**config.mk**
```make
export PLATFORM = sky130hd
export DESIGN_NAME = mem_arbiter
export DESIGN_NICKNAME = d
export VERILOG_FILES = /design/src/rtl/mem_arbiter.sv
export SDC_FILE = /design/constraint.sdc
export NUM_CORES = 1
export LEC_CHECK = 0
export ABC_AREA = 0
export BUFFER_PORTS_ARGS = -buffer_cell sky130_fd_sc_hd__buf_2
export CORE_AREA = 2 2 104 106
export DETAILED_ROUTE_END_ITERATION = 10
export DIE_AREA = 0 0 106 108
export PLACE_DENSITY = 0.76
export REMOVE_ABC_BUFFERS = 1
export SLEW_MARGIN = 10
export SYNTH_ARGS = -nofsm -noshare
export SYNTH_HDL_FRONTEND = slang
export SYNTH_SLANG_ARGS = --single-unit
```
**constraint.sdc**
```tcl
create_clock -name clk -period 2.9 [get_ports clk]
set_input_delay 0.58 -clock clk [delete_from_list [all_inputs] [get_ports clk]]
set_output_delay 0.58 -clock clk [all_outputs]
set_load 0.02 [all_outputs]
```
**src/rtl/mem_arbiter.sv**
```systemverilog
// Two-requester arbiter (fetch / load-store) for the single-port unified memory.
// Optional misalignment checking is enabled by defining MEM_ARB_ALIGN_CHECK_EN.
module mem_arbiter #(
  parameter int unsigned STARVE_LIMIT = 4
) (
  input  logic        clk,
  input  logic        rst_n,
  input  logic        i_req,
  input  logic [31:0] i_addr,
  output logic        i_gnt,
  output logic        i_rvalid,
  output logic [31:0] i_rdata,
  input  logic        d_req,
  input  logic        d_wen,
  input  logic [1:0]  d_sel,
  input  logic [31:0] d_addr,
  input  logic [31:0] d_wdata,
  output logic        d_gnt,
  output logic        d_rvalid,
  output logic [31:0] d_rdata,
  output logic        d_err,
  output logic [31:0] mem_addr,
  output logic [1:0]  mem_sel,
  output logic        mem_wen,
  output logic [31:0] mem_wdata,
  input  logic [31:0] mem_rdata
);

  localparam logic [3:0] LIMIT = 4'(STARVE_LIMIT);

  logic [3:0] starve_cnt;
  logic       misaligned;

`ifdef MEM_ARB_ALIGN_CHECK_EN
  always_comb begin
    misaligned = 1'b0;
    case (d_sel)
      2'd1:    misaligned = d_addr[0];
      2'd2:    misaligned = |d_addr[1:0];
      2'd3:    misaligned = 1'b1;
      default: misaligned = 1'b0;
    endcase
  end
`else
  assign misaligned = 1'b0;
`endif

  // Data port wins contention until fetch has been denied LIMIT times in a row.
  always_comb begin
    // NOTE: every output of a combinational block gets a default first so no latch is inferred.
    i_gnt = 1'b0;
    d_gnt = 1'b0;
    if (i_req && d_req) begin
      if (starve_cnt >= LIMIT) i_gnt = 1'b1;
      else                     d_gnt = 1'b1;
    end else begin
      i_gnt = i_req;
      d_gnt = d_req;
    end
  end

  always_comb begin
    mem_addr  = '0;
    mem_sel   = 2'd2;
    mem_wen   = 1'b0;
    mem_wdata = '0;
    if (i_gnt) begin
      mem_addr = i_addr;
    end else if (d_gnt) begin
      mem_addr  = d_addr;
      mem_sel   = d_sel;
      mem_wen   = d_wen && !misaligned;
      mem_wdata = d_wdata;
    end
  end

  always_ff @(posedge clk or negedge rst_n) begin
    if (!rst_n) begin
      // NOTE: registered state uses non-blocking assignments so all flops update from pre-edge values.
      i_rvalid   <= 1'b0;
      d_rvalid   <= 1'b0;
      i_rdata    <= '0;
      d_rdata    <= '0;
      starve_cnt <= '0;
    end else begin
      i_rvalid <= i_gnt;
      d_rvalid <= d_gnt;
      if (i_gnt) i_rdata <= mem_rdata;
      // Stores and rejected accesses return zero data.
      if (d_gnt) d_rdata <= (d_wen || misaligned) ? '0 : mem_rdata;
      if (i_req && !i_gnt) begin
        if (starve_cnt < LIMIT) starve_cnt <= starve_cnt + 4'd1;
      end else begin
        starve_cnt <= '0;
      end
    end
  end

`ifdef MEM_ARB_ALIGN_CHECK_EN
  logic d_err_q;
  always_ff @(posedge clk or negedge rst_n) begin
    if (!rst_n) d_err_q <= 1'b0;
    else        d_err_q <= d_gnt && misaligned;
  end
  assign d_err = d_err_q;
`else
  assign d_err = 1'b0;
`endif

endmodule

```
==> run summary <==
ROUTING
---------------------------------------------------------------------------------------
Average wire per cell in the routed design                                     17.86 um
Number of violations reported at the end of detailed-routing iteration 0            282
Number of detailed-routing iterations run before antenna repair                       4
Mean number of vias per cell                                                      4.861
Vias                                                                               3286
Total wirelength of the detailed-routed design                                 12.07 mm
Antenna Nets Post-Route                                                               0
Count of unresolved DRC violations after routing                                      0

LOGIC SYNTHESIS
---------------------------------------------------------------------------------------
Mean instance size in the synthesized netlist                                12.92 um^2
Cell taking the most area after synthesis                                  sky130_fd_sc_hd__dfrtp_1
Yosys top cell area share                                                        50.76%
Count leader, synth                                                        sky130_fd_sc_hd__dfrtp_1
Ys Warns                                                                              0
Post-synthesis register bit count                                                    70
Post-synthesis sequential area ratio                                             50.76%
Number of enable flip-flop cells after synthesis                                      0
Async set-or-reset flop fraction in the synthesized netlist                      100.0%
Most instantiated flip-flop cell in the synthesis netlist                  sky130_fd_sc_hd__dfrtp_1
Biggest area contributors in the synthesized netlist                       sky130_fd_sc_hd__dfrtp_1 (51%), sky130_fd_sc_hd__mux2_2 (13%), sky130_fd_sc_hd__a22o_1 (8.1%), sky130_fd_sc_hd__mux2_4 (7.4%), sky130_fd_sc_hd__and3_1 (6.5%)
Commonest cells in the netlist                                             sky130_fd_sc_hd__dfrtp_1 (70), sky130_fd_sc_hd__mux2_2 (41), sky130_fd_sc_hd__and3_1 (36)
Summed instance area of the synthesized netlist                               3451 um^2
Post-Syn Instances                                                                  267
Number of distinct standard cells referenced by the synthesized netlist              19

CLOCK NETWORK
---------------------------------------------------------------------------------------
Max H-tree Level                                                                      3
Clock tree from TritonCTS                                                           yes
Buffer levels on the longest clock path                                               2
Clk pin slew, worst setup/hold paths                                            0.07 ns
Post-CTS Resized                                                                      0
CTS hold repair buffers                                                               0
Setup repair bufs after CTS                                                           0
Clock latency of the later-clocked register in the worst-skew pair              0.33 ns
Master cell of the clock root buffer                                       sky130_fd_sc_hd__clkbuf_8
Number of buffers created by CTS                                                      9
Clk sink count                                                                       70

FINISH
---------------------------------------------------------------------------------------
Fin cells                                                                           676
Number of inserted filler cells in the final layout                                 945
Area Overhead vs Synth                                                           50.18%
Fraction of layout instances using a drive strength above 1                      65.86%
Net count of the finished layout                                                    670
Combined flip-flop and latch cell area                                        1752 um^2
Post-Route Utilization                                                           50.65%
Area used by multi-input combinational logic                                  1573 um^2
Non-Filler Cell Area, Final                                                   5182 um^2

STA
---------------------------------------------------------------------------------------
Final worst clock skew                                                      0.009078 ns
Minimum hold slack                                                           0.07592 ns
Number of failing setup endpoints in the final timing report                          0
Final-report hold violation count                                                     0
Maximum operating frequency                                                   407.4 MHz
Share of the clock period used by the worst path after layout                    84.65%
Crit path setup slack, layout                                                 0.4451 ns
Unrepaired setup endpoints after global routing                                   false
Final Slew Violations                                                                 0
Post-layout minimum cycle time                                                 2.455 ns

PWR
---------------------------------------------------------------------------------------
Maximum vdd drop                                                              0.3143 mV
Power density over the cells                                               564.4 nW/um^2
Total leakage power                                                            2.955 nW

PLACE
---------------------------------------------------------------------------------------
HPWL reported at the end of detailed placement                                 9.583 mm
Placed cell areas                                                             4941 um^2
Placer's final routability congestion estimate                                   0.9586
Worst slack, placed                                                           0.4836 ns
Total placed cells including tap cells                                              659
Count of buffers from port buffering                                                269

GRT
---------------------------------------------------------------------------------------
Maximum number of pins on one net before global-route repair                         44
Global-route wire length before repair                                         17.71 mm
Final global-route overflow total                                                     0
Initial antenna violation count                                                       0
Global-route usage over all layers                                               20.13%
Vias in the first global route                                                     3280

WORST SETUP PATH
---------------------------------------------------------------------------------------
Endpoint kind of the worst setup timing path                                output port
CP required                                                                     2.32 ns
Critical path arrival                                                           1.87 ns
Element type at the critical path start                                    primary input
Highest net fanout along the worst path                                              29
Critical path class                                                        primary input to output port

FLOORPLAN
---------------------------------------------------------------------------------------
Effective utilization at floorplan                                               33.73%
Die Outline Area                                                             11450 um^2
Die Width                                                                        106 um
Number of I/O pins                                                                  271
Number of rows created at floorplan                                                  37
Core area                                                                    10230 um^2
Height of the die                                                                108 um

RUN
---------------------------------------------------------------------------------------
Max Cap Violations                                                                    0

OUTCOME
---------------------------------------------------------------------------------------
Result of the run                                                             completed

MIN PATH
---------------------------------------------------------------------------------------
Hold/Removal Path Class                                                    primary input to asynchronous set/reset pin

==> flip-flops by register name, indices dropped and copies added (netlist names) <==
name / flops
d_rdata: 32
d_rvalid: 1
i_rdata: 32
i_rvalid: 1
starve_cnt: 4
==> logic make-up (layout without fill, tap and decap cells) <==
group                      Yosys count  in the layout  synth area share, %
AOI/OAI and AO/OA                   33             33                8.376
muxes                               64             64                22.73
adders and majority gates            1              1               0.3625
other                                1              3               0.1087
and+or+nand+nor                     74             74                13.63
buffers and inverters               24            295                4.024
DFF                                 70             70                50.76
==> final cells by class <==
| cell class | count | area share (%) |
|---|---|---|
| diodes | 1 | 0.04829 |
| clock buffers | 11 | 2.535 |
| clock inverters | 5 | 2.076 |
| multi-input cells | 174 | 30.35 |
| flip-flops and latches | 70 | 33.80 |
| well taps | 136 | 3.283 |
| repair buffers | 279 | 27.91 |
==> worst max-delay path: stages <==
cell	delay [ns]
sky130_fd_sc_hd__buf_2	0.16
sky130_fd_sc_hd__buf_4	0.23
sky130_fd_sc_hd__and2_2	0.31
sky130_fd_sc_hd__buf_12	0.22
sky130_fd_sc_hd__a22o_1	0.17
sky130_fd_sc_hd__buf_2	0.17
==> power by group <==
| group | switching, mW | leakage [nW] | internal [mW] | total [mW] |
|---|---|---|---|---|
| Sequential | 0.0585 | 0.865 | 1.09 | 1.15 |
| Combinational | 0.483 | 1.97 | 0.362 | 0.845 |
| Clock | 0.358 | 0.118 | 0.575 | 0.933 |
==> cell usage in the layout (no fill, tap or decap), types with 3 or more instances in the layout <==
| master | instances |
|---|---|
| sky130_fd_sc_hd__dfrtp_1 | 70 |
| sky130_fd_sc_hd__buf_2 | 269 |
| sky130_fd_sc_hd__buf_4 | 8 |
| sky130_fd_sc_hd__mux2_4 | 17 |
| sky130_fd_sc_hd__mux2_1 | 6 |
| sky130_fd_sc_hd__a22o_1 | 32 |
| sky130_fd_sc_hd__clkbuf_8 | 9 |
| sky130_fd_sc_hd__nor2b_1 | 32 |
| sky130_fd_sc_hd__and3_1 | 36 |
| sky130_fd_sc_hd__bufinv_16 | 3 |
| sky130_fd_sc_hd__mux2_2 | 41 |
==> routing by layer <==
metal	global-route usage, %	share of wire (%)	vias to the layer above	wire (um)
met5	0	0	-	0
met4	5.169	1.2	0	144
met3	5.787	8.2	13	993
met2	33.92	48	154	5806
met1	25.59	42	1628	5129
li1	-	-	1491	-
==> path summary, 6_finish.rpt <==
path                            slack [ns]                      start                        end  depth (start not counted)
worst max register to register        1.00  starve_cnt[2]$_DFFE_PN0P_    d_rdata[13]$_DFFE_PN0P_                          5
worst min register to register        0.45  starve_cnt[0]$_DFFE_PN0P_  starve_cnt[0]$_DFFE_PN0P_                          1
worst max-delay path                  0.45                      d_req               mem_addr[29]                          6
min in group clk                      0.45  starve_cnt[0]$_DFFE_PN0P_  starve_cnt[0]$_DFFE_PN0P_                          1
worst min-delay path                  0.08                      rst_n     i_rdata[1]$_DFFE_PN0P_                          1
max in group asynchronous             2.14                      rst_n  starve_cnt[0]$_DFFE_PN0P_                          2
==> through the flow <==
| step | setup TNS [ns] | total power, mW |
|---|---|---|
| after floorplan | -131.59 | 1.636 |
| after global placement | 0 | 1.995 |
| after detailed placement | 0 | 2.014 |
| after CTS | 0 | 2.969 |
| after global routing | 0 | 3.064 |
| final | 0 | 2.925 |
Power figures use the tool's default switching activity.
